<file path="config.mk">
export PLATFORM = sky130hd
export DESIGN_NAME = calc_engine_flat
export DESIGN_NICKNAME = d
export VERILOG_FILES = /design/src/rtl/calc_pkg.sv /design/src/rtl/calc_engine_if.sv /design/src/rtl/calc_seq_muldiv.sv /design/src/rtl/calc_engine.sv /design/src/flat_wrapper.sv
export SDC_FILE = /design/constraint.sdc
export NUM_CORES = 1
export LEC_CHECK = 0
export CAP_MARGIN = 20
export CELL_PAD_IN_SITES_DETAIL_PLACEMENT = 1
export CELL_PAD_IN_SITES_GLOBAL_PLACEMENT = 1
export CORE_ASPECT_RATIO = 0.7
export CORE_MARGIN = 2
export CORE_UTILIZATION = 40
export DETAILED_ROUTE_END_ITERATION = 10
export GPL_TIMING_DRIVEN = 0
export PLACE_DENSITY_LB_ADDON = 0.1
export SLEW_MARGIN = 40
export SYNTH_ARGS = -nofsm -noshare
export SYNTH_HDL_FRONTEND = slang
export SYNTH_SLANG_ARGS = --single-unit
</file>
<file path="constraint.sdc">
create_clock -name i_clk -period 4.1 [get_ports i_clk]
set_input_delay 0.41 -clock i_clk [delete_from_list [all_inputs] [get_ports i_clk]]
set_output_delay 0.41 -clock i_clk [all_outputs]
set_load 0.005 [all_outputs]
</file>
<file path="src/rtl/calc_pkg.sv">
// calc_pkg: shared constants and types for the calculator engine.
//   - opcode encodings (ADD/SUB/MUL/DIV)
//   - error code encodings (none/overflow/divide-by-zero)
//   - engine FSM state enum
//   - pow10(): elaboration-time 10^n used for the display range limits
package calc_pkg;

   localparam logic [1:0] OP_ADD = 2'b00;
   localparam logic [1:0] OP_SUB = 2'b01;
   localparam logic [1:0] OP_MUL = 2'b10;
   localparam logic [1:0] OP_DIV = 2'b11;

   localparam logic [1:0] ERR_NONE = 2'b00;
   localparam logic [1:0] ERR_OVF  = 2'b01;
   localparam logic [1:0] ERR_DZ   = 2'b10;

   typedef enum logic [1:0] {IDLE, EXEC, ITER, CHECK} state_t;

   function automatic longint unsigned pow10(input int n);
      longint unsigned r;
      r = 64'd1;
      for (int i = 0; i < n; i++) r = r * 64'd10;
      return r;
   endfunction

endpackage

</file>
<file path="src/rtl/calc_engine_if.sv">
// calc_engine_if: request/response bundle of the calculator engine.
//   master: drives i_start, i_op, i_s1/i_s2 (+signs), i_clear_err
//   slave : drives o_busy, o_done, o_result, o_sign, o_err, o_err_code
interface calc_engine_if #(parameter int W = 40);
   logic         i_start;
   logic [1:0]   i_op;
   logic [W-1:0] i_s1;
   logic [W-1:0] i_s2;
   logic         i_s1_sign;
   logic         i_s2_sign;
   logic         i_clear_err;
   logic         o_busy;
   logic         o_done;
   logic [W-1:0] o_result;
   logic         o_sign;
   logic         o_err;
   logic [1:0]   o_err_code;

   modport master (
      output i_start, i_op, i_s1, i_s2, i_s1_sign, i_s2_sign, i_clear_err,
      input  o_busy, o_done, o_result, o_sign, o_err, o_err_code
   );

   modport slave (
      input  i_start, i_op, i_s1, i_s2, i_s1_sign, i_s2_sign, i_clear_err,
      output o_busy, o_done, o_result, o_sign, o_err, o_err_code
   );
endinterface

</file>
<file path="src/rtl/calc_seq_muldiv.sv">
// calc_seq_muldiv: iterative unsigned multiply / restoring divide core.
//   i_clk, i_reset : clock, synchronous active-high reset
//   i_load         : latch operands and start (i_mode 0 = a*b, 1 = a/b)
//   i_a, i_b       : W-bit magnitudes
//   o_p            : 2W-bit product, or zero-extended quotient
//   o_valid        : one-cycle pulse after W iterations; o_p holds until next load
module calc_seq_muldiv #(
   parameter int W = 40
) (
   input  logic           i_clk,
   input  logic           i_reset,
   input  logic           i_load,
   input  logic           i_mode,
   input  logic [W-1:0]   i_a,
   input  logic [W-1:0]   i_b,
   output logic [2*W-1:0] o_p,
   output logic           o_valid
);
   localparam int CW = $clog2(W + 1);

   // hi/lo: {accumulator, multiplier} for MUL, {remainder, dividend/quotient} for DIV
   logic [W-1:0]  hi_q, hi_d, lo_q, lo_d, b_q, b_d;
   logic          mode_q, mode_d, run_q, run_d, valid_q, valid_d;
   logic [CW-1:0] cnt_q, cnt_d;
   logic [W:0]    mul_sum, trial;
   logic [W-1:0]  trial_diff;
   logic          trial_ge;

   always_comb begin
      hi_d    = hi_q;
      lo_d    = lo_q;
      b_d     = b_q;
      mode_d  = mode_q;
      run_d   = run_q;
      cnt_d   = cnt_q;
      valid_d = 1'b0;

      mul_sum    = {1'b0, hi_q} + {1'b0, b_q};
      // remainder is always < divisor, so the shifted trial fits W+1 bits
      trial      = {hi_q, lo_q[W-1]};
      trial_ge   = trial >= {1'b0, b_q};
      trial_diff = W'(trial - {1'b0, b_q});

      if (i_load) begin
         hi_d   = '0;
         lo_d   = i_mode ? i_a : i_b;
         b_d    = i_mode ? i_b : i_a;
         mode_d = i_mode;
         cnt_d  = '0;
         run_d  = 1'b1;
      end else if (run_q) begin
         if (mode_q) begin
            hi_d = trial_ge ? trial_diff : trial[W-1:0];
            lo_d = {lo_q[W-2:0], trial_ge};
         end else if (lo_q[0]) begin
            {hi_d, lo_d} = {mul_sum, lo_q[W-1:1]};
         end else begin
            {hi_d, lo_d} = {1'b0, hi_q, lo_q[W-1:1]};
         end
         cnt_d = cnt_q + 1'b1;
         if (cnt_q == CW'(W - 1)) begin
            run_d   = 1'b0;
            valid_d = 1'b1;
         end
      end
   end

   always_ff @(posedge i_clk) begin
      if (i_reset) begin
         hi_q    <= '0;
         lo_q    <= '0;
         b_q     <= '0;
         mode_q  <= 1'b0;
         run_q   <= 1'b0;
         cnt_q   <= '0;
         valid_q <= 1'b0;
      end else begin
         hi_q    <= hi_d;
         lo_q    <= lo_d;
         b_q     <= b_d;
         mode_q  <= mode_d;
         run_q   <= run_d;
         cnt_q   <= cnt_d;
         valid_q <= valid_d;
      end
   end

   assign o_p     = mode_q ? {{W{1'b0}}, lo_q} : {hi_q, lo_q};
   assign o_valid = valid_q;
endmodule

</file>
<file path="src/rtl/calc_engine.sv">
// calc_engine: sign-magnitude ADD/SUB/MUL/DIV engine with display range check.
//   i_clk, i_reset : clock, synchronous active-high reset
//   bus (slave)    : start/op/operands/clear in, busy/done/result/sign/err out
// Flow: IDLE -> EXEC (add/sub) or ITER (mul/div) or CHECK (div by zero)
//       -> CHECK (range check, outputs update, o_done) -> IDLE.
module calc_engine
   import calc_pkg::*;
#(
   parameter int W      = 40,
   parameter int DIGITS = 6
) (
   input logic         i_clk,
   input logic         i_reset,
   calc_engine_if.slave bus
);
   localparam logic [W-1:0] POS_LIM = W'(pow10(DIGITS) - 64'd1);
   localparam logic [W-1:0] NEG_LIM = W'(pow10(DIGITS - 1) - 64'd1);

   state_t        state_q, state_d;
   logic [1:0]    op_q, op_d, code_q, code_d;
   logic [W-1:0]  s1_q, s1_d, s2_q, s2_d, mag_q, mag_d, result_q, result_d;
   logic          s1s_q, s1s_d, s2s_q, s2s_d, carry_q, carry_d, rsign_q, rsign_d;
   logic          dz_q, dz_d, sign_q, sign_d, err_q, err_d, busy_q, busy_d, done_q, done_d;

   logic           accept, div_zero, core_load, core_valid;
   logic [2*W-1:0] core_p;
   logic [W:0]     add_sum;
   logic           s2_eff;
   logic [W-1:0]   chk_mag;
   logic           chk_hi, chk_sign, ovf;

   assign accept    = (state_q == IDLE) && bus.i_start && !err_q && !bus.i_clear_err;
   assign div_zero  = (bus.i_op == OP_DIV) && (bus.i_s2 == '0);
   assign core_load = accept && bus.i_op[1] && !div_zero;

   calc_seq_muldiv #(.W(W)) u_core (
      .i_clk   (i_clk),
      .i_reset (i_reset),
      .i_load  (core_load),
      .i_mode  (bus.i_op[0]),
      .i_a     (bus.i_s1),
      .i_b     (bus.i_s2),
      .o_p     (core_p),
      .o_valid (core_valid)
   );

   always_comb begin
      state_d  = state_q;
      op_d     = op_q;
      s1_d     = s1_q;
      s2_d     = s2_q;
      s1s_d    = s1s_q;
      s2s_d    = s2s_q;
      mag_d    = mag_q;
      carry_d  = carry_q;
      rsign_d  = rsign_q;
      dz_d     = dz_q;
      result_d = result_q;
      sign_d   = sign_q;
      err_d    = err_q;
      code_d   = code_q;
      done_d   = 1'b0;
      // busy trails the state by one cycle so it drops on the done edge
      busy_d   = (state_q == EXEC) || (state_q == ITER);

      s2_eff   = s2s_q ^ (op_q == OP_SUB);
      add_sum  = {1'b0, s1_q} + {1'b0, s2_q};
      chk_mag  = mag_q;
      chk_hi   = carry_q;
      chk_sign = rsign_q;
      ovf      = 1'b0;

      if (bus.i_clear_err) begin
         err_d  = 1'b0;
         code_d = ERR_NONE;
      end

      case (state_q)
         IDLE: if (accept) begin
            op_d  = bus.i_op;
            s1_d  = bus.i_s1;
            s2_d  = bus.i_s2;
            s1s_d = bus.i_s1_sign;
            s2s_d = bus.i_s2_sign;
            dz_d  = div_zero;
            if (!bus.i_op[1]) state_d = EXEC;
            else if (div_zero) state_d = CHECK;
            else state_d = ITER;
         end
         EXEC: begin
            if (s1s_q == s2_eff) begin
               mag_d   = add_sum[W-1:0];
               carry_d = add_sum[W];
               rsign_d = s1s_q;
            end else if (s1_q >= s2_q) begin
               mag_d   = s1_q - s2_q;
               carry_d = 1'b0;
               rsign_d = s1s_q;
            end else begin
               mag_d   = s2_q - s1_q;
               carry_d = 1'b0;
               rsign_d = s2_eff;
            end
            state_d = CHECK;
         end
         ITER: if (core_valid) state_d = CHECK;
         CHECK: begin
            if (op_q[1]) begin
               chk_mag  = core_p[W-1:0];
               chk_hi   = |core_p[2*W-1:W];
               chk_sign = s1s_q ^ s2s_q;
            end
            if (chk_mag == '0) chk_sign = 1'b0;
            ovf = chk_hi || (!chk_sign && chk_mag > POS_LIM) || (chk_sign && chk_mag > NEG_LIM);
            if (dz_q || ovf) begin
               result_d = '0;
               sign_d   = 1'b0;
               err_d    = 1'b1;
               code_d   = dz_q ? ERR_DZ : ERR_OVF;
            end else begin
               result_d = chk_mag;
               sign_d   = chk_sign;
            end
            done_d  = 1'b1;
            state_d = IDLE;
         end
         default: state_d = IDLE;
      endcase
   end

   always_ff @(posedge i_clk) begin
      if (i_reset) begin
         state_q  <= IDLE;
         op_q     <= OP_ADD;
         s1_q     <= '0;
         s2_q     <= '0;
         s1s_q    <= 1'b0;
         s2s_q    <= 1'b0;
         mag_q    <= '0;
         carry_q  <= 1'b0;
         rsign_q  <= 1'b0;
         dz_q     <= 1'b0;
         result_q <= '0;
         sign_q   <= 1'b0;
         err_q    <= 1'b0;
         code_q   <= ERR_NONE;
         busy_q   <= 1'b0;
         done_q   <= 1'b0;
      end else begin
         state_q  <= state_d;
         op_q     <= op_d;
         s1_q     <= s1_d;
         s2_q     <= s2_d;
         s1s_q    <= s1s_d;
         s2s_q    <= s2s_d;
         mag_q    <= mag_d;
         carry_q  <= carry_d;
         rsign_q  <= rsign_d;
         dz_q     <= dz_d;
         result_q <= result_d;
         sign_q   <= sign_d;
         err_q    <= err_d;
         code_q   <= code_d;
         busy_q   <= busy_d;
         done_q   <= done_d;
      end
   end

   assign bus.o_busy     = busy_q;
   assign bus.o_done     = done_q;
   assign bus.o_result   = result_q;
   assign bus.o_sign     = sign_q;
   assign bus.o_err      = err_q;
   assign bus.o_err_code = code_q;
endmodule

</file>
<file path="src/flat_wrapper.sv">
// flat-port wrapper written by rule: the top's interface ports become plain ports
module calc_engine_flat import calc_pkg::*;
#(
   parameter int W      = 40,
   parameter int DIGITS = 6
)
  (i_clk, i_reset, bus_i_start, bus_i_op, bus_i_s1, bus_i_s2, bus_i_s1_sign, bus_i_s2_sign, bus_i_clear_err, bus_o_busy, bus_o_done, bus_o_result, bus_o_sign, bus_o_err, bus_o_err_code);
  calc_engine_if #(.W(W)) bus_i ();
  input logic i_clk;
  input logic i_reset;
  input wire logic [$bits(bus_i.i_start)-1:0] bus_i_start;
  input wire logic [$bits(bus_i.i_op)-1:0] bus_i_op;
  input wire logic [$bits(bus_i.i_s1)-1:0] bus_i_s1;
  input wire logic [$bits(bus_i.i_s2)-1:0] bus_i_s2;
  input wire logic [$bits(bus_i.i_s1_sign)-1:0] bus_i_s1_sign;
  input wire logic [$bits(bus_i.i_s2_sign)-1:0] bus_i_s2_sign;
  input wire logic [$bits(bus_i.i_clear_err)-1:0] bus_i_clear_err;
  output wire logic [$bits(bus_i.o_busy)-1:0] bus_o_busy;
  output wire logic [$bits(bus_i.o_done)-1:0] bus_o_done;
  output wire logic [$bits(bus_i.o_result)-1:0] bus_o_result;
  output wire logic [$bits(bus_i.o_sign)-1:0] bus_o_sign;
  output wire logic [$bits(bus_i.o_err)-1:0] bus_o_err;
  output wire logic [$bits(bus_i.o_err_code)-1:0] bus_o_err_code;
  assign bus_i.i_start = bus_i_start;
  assign bus_i.i_op = bus_i_op;
  assign bus_i.i_s1 = bus_i_s1;
  assign bus_i.i_s2 = bus_i_s2;
  assign bus_i.i_s1_sign = bus_i_s1_sign;
  assign bus_i.i_s2_sign = bus_i_s2_sign;
  assign bus_i.i_clear_err = bus_i_clear_err;
  assign bus_o_busy = bus_i.o_busy;
  assign bus_o_done = bus_i.o_done;
  assign bus_o_result = bus_i.o_result;
  assign bus_o_sign = bus_i.o_sign;
  assign bus_o_err = bus_i.o_err;
  assign bus_o_err_code = bus_i.o_err_code;
  calc_engine #(.W(W), .DIGITS(DIGITS)) u_core (.i_clk(i_clk), .i_reset(i_reset), .bus(bus_i));
endmodule
</file>
Word level (Yosys, flattened, before mapping)
Index checks and enable logic that the tools add are counted.
Cells by class
  multiplexer cells: 41
  equal/unequal tests: 9
  add/sub/neg operators: 6
  magnitude comparators: 4
  reductions and logical operators: 25
  bitwise gates (word level): 3
Operators with widths (number)
  $mux W40: 14
  $sub A40 B40 Y40: 3
  $add A40 B40 Y41: 2
  $logic_not A40 Y1: 2
  $mux W80: 1
  $ge A41 B40 Y1: 1
  $ge A40 B40 Y1: 1
  $gt A40 B17 Y1 const B: 1
  $gt A40 B20 Y1 const B: 1
  $reduce_or A40 Y1: 1
  $mux W1: 18
  $mux W2: 7
  $logic_and A1 B1 Y1: 8
  $pmux W2 S4: 1
  $add A6 B1 Y6 const B: 1
  $eq A2 B2 Y1 const B: 3
  $eq A6 B6 Y1 const B: 1
  $eq A2 B1 Y1 const B: 2
  $logic_not A1 Y1: 4
  $logic_or A1 B1 Y1: 4
  $reduce_and A2 Y1: 2
  $reduce_or A3 Y1: 1
  $logic_not A2 Y1: 1
  $ne A2 B1 Y1 const B: 1
  other kinds (6): 7
Storage, ports and cells
  flip-flop bits (word level): 304
  input port bits: 88
  logic and storage cells: 111
  output and inout port bits: 46

Logic depth before layout (Yosys ltp)
  depth after elaboration: 13
  gate-level depth with buffers: 15
  gate-level depth less buffers: 13

Cells and area by module
From an unflattened synthesis, not the netlist that was laid out.
Unflattened totals
  cell total of the unflattened synthesis: 3428
  area, all modules: 25668.4 µm²
Modules (own cells, without submodules)
  calc_engine: area an instance 13624.3 µm², times used 1, cells each 1869, sequential area each 3503.4 µm²
  calc_seq_muldiv: area an instance 12044.1 µm², times used 1, cells each 1559, sequential area each 2582.5 µm²

Worst setup path before layout
Ideal clock, no wire load.
  path type: register to register
  start: register u_core.u_core.hi_q[0]
  end: register u_core.u_core.hi_q[33]
  setup time: 142 ps
  path buffers: 0
  cell stages (with the launch flop): 13
  path slack: 970 ps
  arrival time: 2988 ps
  cells stage by stage: dfxtp_1 ha_1 fa_1 a211oi_1 o21ai_0 a41oi_1 o21ai_0 a41o_1 a31oi_1 o21bai_1 xor2_1 a221oi_1 a211oi_1
On the way
  word-level cells in the longest chain between the ends: 3
  elaborated cells between the ends (all ways): 6
Ends and longest elaborated chain
  from (decl): RTL line calc_seq_muldiv.sv:22  | logic [W-1:0] hi_q, hi_d, lo_q, lo_d, b_q, b_d;
  from (signal assigned): RTL line calc_seq_muldiv.sv:78  | hi_q <= hi_d;
  $add A40 B40 Y41 (tied with other cells): RTL line calc_seq_muldiv.sv:38  | mul_sum = {1'b0, hi_q} + {1'b0, b_q};
  $mux W40, on equally long branches: RTL line calc_seq_muldiv.sv:55, calc_seq_muldiv.sv:53
  $mux W40 *: RTL line calc_seq_muldiv.sv:52  | if (mode_q) begin
Mark *: on every way between the ends. The rest lies on a longest branch, timed or not.
A chain may end at the register's enable or synchronous reset.

Worst setup path in the final report
  start: register u_core.u_core.b_q[16]
  end: register u_core.u_core.hi_q[35]
On the way
  word-level cells in the longest chain between the ends: 3
  elaborated cells between the ends (all ways): 6
Ends and longest elaborated chain
  from (decl): RTL line calc_seq_muldiv.sv:22
  from (signal assigned): RTL line calc_seq_muldiv.sv:72  | b_q <= '0;
  from (signal assigned): RTL line calc_seq_muldiv.sv:80  | b_q <= b_d;
  $add A40 B40 Y41 (tied with other cells): RTL line calc_seq_muldiv.sv:38
  $mux W40, on equally long branches: RTL line calc_seq_muldiv.sv:55, calc_seq_muldiv.sv:53
  $mux W40 *: RTL line calc_seq_muldiv.sv:52
Marked as above.

==> impl_metrics.csv <==
group,metric,value,unit
die,num_rows,77,
cts,cts_h_tree_lvls,1,
yosys,ys_top_cells_by_area,"sky130_fd_sc_hd__dfxtp_1 24%, sky130_fd_sc_hd__ha_1 10%, sky130_fd_sc_hd__a21oi_1 7.2%",
setup_path,worstPathCellList,"inv_1 -> ha_1 -> clkbuf_1 -> nand2_1 -> o21ai_1 -> a2111oi_2 -> and3_1 -> o21ai_0 -> a21oi_1 -> o32ai_1 -> mux2i_1 -> nor2_1 -> nor4_1",
timing,layout_setup_ws,21.3,ps
timing,rsz0062_at_grt,"yes",
timing,fin_worst_skew,34.6,ps
timing,final-hold-violation-count,0,
die,initial_core_utilization,0.402,
detailed_routing,drt_wl_total,132000,um
yosys,yosys.cell_count.top_type,"sky130_fd_sc_hd__nand2_1",
timing,post_route_hold_slack,446,ps
detailed_routing,drcViolationCount,0,
cts,cts.reportedPaths.clkPinSlew,70,ps
die,die_y,214,um
final_layout,multiInputGateArea,17800,um^2
yosys,synth_area,25200,um^2
detailed_routing,initialDrtViolationCount,3673,
place,post_dp_cell_area,27700,um^2
detailed_routing,detail_route.first_pass.iterations,5,
timing,tightest_slew,947,ps
place,detailed_place_hpwl,107000,um
yosys,yosys.area_share.adder,0.106,
power_and_ir_drop,power-per-cell-area,596,nW/um^2
yosys,post_synth_xor_area_fraction,0.0326,
final_layout,drive_above_1_share,0.0619,
global_route,initial_antenna_violation_count,3,
yosys,ys_ff_latch,304,
cts,insertion_delay,610,ps
setup_path,critical_path.max_fanout,8,
yosys,synth_cells,3379,
detailed_routing,average_wire_length_per_cell_after_detail_routing,29.9,um
yosys,synth_sequential_area_ratio,0.241,
setup_path,worst_path_largest_cell_delay,520,ps
job,max-cap-violations,0,
yosys,synth_simple_gate_area_share,0.207,
yosys,postSynth.topFlopCell,"sky130_fd_sc_hd__dfxtp_1",
cts,cts_hold_buf,0,
die,die_x,304,um
yosys,synth-compound-area-share,0.282,
final_layout,nets,3848,
yosys,synth_top_family_by_area,"compound AO/OA/AOI/OAI gates",
yosys,yosysUniqueCellTypes,96,
timing,final-setup-viol-count,0,
die,area_of_the_core,62800,um^2
yosys,post-synth-top-area-cell,"sky130_fd_sc_hd__dfxtp_1",
yosys,number_of_enable_type_register_cells_in_the_synthesized_netlist,0,
timing,max_clock_freq,245,MHz
cts,cts_buffers,31,
setup_path,cp.buffers_inverters,2,
power_and_ir_drop,finalPower,0.0174,W
global_route,total_routing_resource_utilization_after_global_routing,0.388,
yosys,avgSynthCellArea,7.47,um^2
cts,cts-root-to-sink-buffers,3,
place,dp_slack,-525,ps
timing,tns,0,ps
detailed_routing,detail-route-antenna-nets,0,
setup_path,crit_path_slowest_cell,"sky130_fd_sc_hd__o21ai_0",
final_layout,final-seq-area,6090,um^2
cts,clockRootBuffer,"sky130_fd_sc_hd__clkbuf_16",
die,dieArea,65200,um^2
setup_path,critical_path.top_delay_family,"compound AO/OA/AOI/OAI gates",
power_and_ir_drop,power.static_leakage,11.3,nW
yosys,synthArstFlopShare,0,
global_route,grt_max_degree,16,
cts,clkSinkCount,304,
global_route,number_of_global_route_vias_before_repair,27562,
yosys,synth-warning-count,0,
final_layout,finish.instance_area,29100,um^2
setup_path,worst-endpoint-required,4600,ps
power_and_ir_drop,vdd_drop_max,0.356,mV
detailed_routing,route.vias.total,28866,
setup_path,critPathArrivalTime,4570,ps
timing,period_minus_slack,4080,ps
timing,period_share,0.995,
timing,timing_max_transition_violations_final,0,
yosys,top_area_cell_type_share_of_the_netlist_area,0.241,
die,pin_count,134,
yosys,synth.top_cells.by_count,"383 x sky130_fd_sc_hd__nand2_1, 363 x sky130_fd_sc_hd__a21oi_1, 304 x sky130_fd_sc_hd__dfxtp_1",
global_route,grt_first_pass_wirelength,190000,um
cts,tritoncts,"built",
setup_path,path_class,"reg -> reg",
final_layout,area_delta_synth_final,15.3,%
yosys,muxShareOfSynthArea,0.0671,
detailed_routing,vias_per_cell,6.55,
global_route,grt_overflow,0,
worst_hold_path,worstHoldPathType,"in -> reg",
setup_path,cp_endpoint_kind,"flop",
setup_path,cp-start-kind,"flop",
timing,relSlewSlack,0.369,
place,port-buffer-count,133,
final_layout,fillerInstances,7790,
outcome,status,"complete, no violations",
place,gp_routability_congestion,1.01,
yosys,synth_fp_nets,3677,
## through the flow
stage | instances | utilization
finish | 4405 | 0.463
global route | 4403 | 0.463
CTS | 4401 | 0.460
global placement | 4341 | 0.440
detailed placement | 4341 | 0.441
floorplan | 3379 | -
## tightest hold or removal path: stages
cell and delay [ps]:
sky130_fd_sc_hd__clkdlybuf4s50_1 460, sky130_fd_sc_hd__nand2_1 80, sky130_fd_sc_hd__a21oi_1 50
## cell type report
class                           count  share of cell area
Antenna cell                        4            0.000344
Buffer                            213              0.0324
Clock buffer                       45              0.0305
Clock inverter                     10             0.00482
Inverter                          194              0.0250
Multi-Input combinational cell   2661               0.613
Sequential cell                   304               0.209
Tap cell                          829              0.0356
Timing Repair Buffer              145              0.0493
## worst paths after layout
path | start | end | slack [ps] | cells after the start
hold / removal | bus_i_s1[19] | u_core.s1_q[19]$_SDFFE_PP0P_ | 450 | 3
setup reg to reg | u_core.u_core.b_q[16]$_SDFFE_PP0P_ | u_core.u_core.hi_q[35]$_SDFFE_PP0P_ | 20 | 13
hold reg to reg | u_core.bus.o_result[30]$_SDFFE_PP0P_ | u_core.bus.o_result[30]$_SDFFE_PP0P_ | 460 | 1
setup / recovery | u_core.u_core.b_q[16]$_SDFFE_PP0P_ | u_core.u_core.hi_q[35]$_SDFFE_PP0P_ | 20 | 13
## metal layers
layer	wire [um]	up-vias	global-route usage
met1	64900	14459	0.632
met4	2130	2	0.0589
met5	13	-	0
li1	-	12590	-
met2	48300	1660	0.501
met3	16300	155	0.0986
## registers in the layout (all words and copies together) (netlist names), 6 cells and up
signal,flops
u_core.bus.o_result,40
u_core.mag_q,40
u_core.s1_q,40
u_core.s2_q,40
u_core.u_core.b_q,40
u_core.u_core.hi_q,40
u_core.u_core.lo_q,40
u_core.u_core.cnt_q,6
## power breakdown
group	switching [W]	total [W]	internal [W]
Combinational	0.00724	0.0105	0.00329
Sequential	0.000458	0.00375	0.00329
Clock	0.00138	0.00307	0.00169
## timing repair
item,in CTS,in global routing
pin swaps,7,11
endpoints found under the setup margin,57,74
gates resized for setup,26,48
setup buffers,6,6
hold endpoints to repair,0,0
## cell usage in the layout (no fill, tap or decap), types with 14 or more instances in the layout
master,synthesis,final
sky130_fd_sc_hd__nor3b_1,14,14
sky130_fd_sc_hd__o21bai_1,40,40
sky130_fd_sc_hd__nor2b_1,35,35
sky130_fd_sc_hd__o21ai_0,143,136
sky130_fd_sc_hd__nand2b_1,55,55
sky130_fd_sc_hd__nand2_1,383,383
sky130_fd_sc_hd__nand3_1,60,59
sky130_fd_sc_hd__buf_2,28,23
sky130_fd_sc_hd__a31oi_1,41,37
sky130_fd_sc_hd__buf_4,7,21
sky130_fd_sc_hd__a21o_1,66,66
sky130_fd_sc_hd__o21a_1,20,19
sky130_fd_sc_hd__clkbuf_1,174,155
sky130_fd_sc_hd__a221oi_1,15,15
sky130_fd_sc_hd__mux2i_1,149,148
sky130_fd_sc_hd__clkbuf_2,0,19
sky130_fd_sc_hd__nand3b_1,17,17
sky130_fd_sc_hd__xor2_1,32,30
sky130_fd_sc_hd__clkbuf_16,0,31
sky130_fd_sc_hd__ha_1,205,203
sky130_fd_sc_hd__a311oi_1,19,18
sky130_fd_sc_hd__dfxtp_1,304,301
sky130_fd_sc_hd__mux2_2,18,18
sky130_fd_sc_hd__o211ai_1,27,27
sky130_fd_sc_hd__o31ai_1,17,16
sky130_fd_sc_hd__or3_1,14,14
sky130_fd_sc_hd__nand4_1,48,48
sky130_fd_sc_hd__o22ai_1,20,20
sky130_fd_sc_hd__clkdlybuf4s50_1,0,133
sky130_fd_sc_hd__nor4_1,47,44
sky130_fd_sc_hd__nor3_1,56,52
sky130_fd_sc_hd__nor2_1,283,280
sky130_fd_sc_hd__and3_1,25,25
sky130_fd_sc_hd__inv_1,193,193
sky130_fd_sc_hd__a21oi_1,363,356
sky130_fd_sc_hd__a211oi_1,172,167
sky130_fd_sc_hd__and2_1,28,28
sky130_fd_sc_hd__xnor2_1,62,60
## cells by family after synthesis
family                   Yosys count
AND/OR/NAND/NOR                 1104
AO/OA/AOI/OAI                   1086
buffers and inverters            414
flip-flops                       304
adder cells (fa/ha/maj)          210
multiplexers                     167
XOR/XNOR                          94
Note: power is estimated with default switching activity, not from simulation.
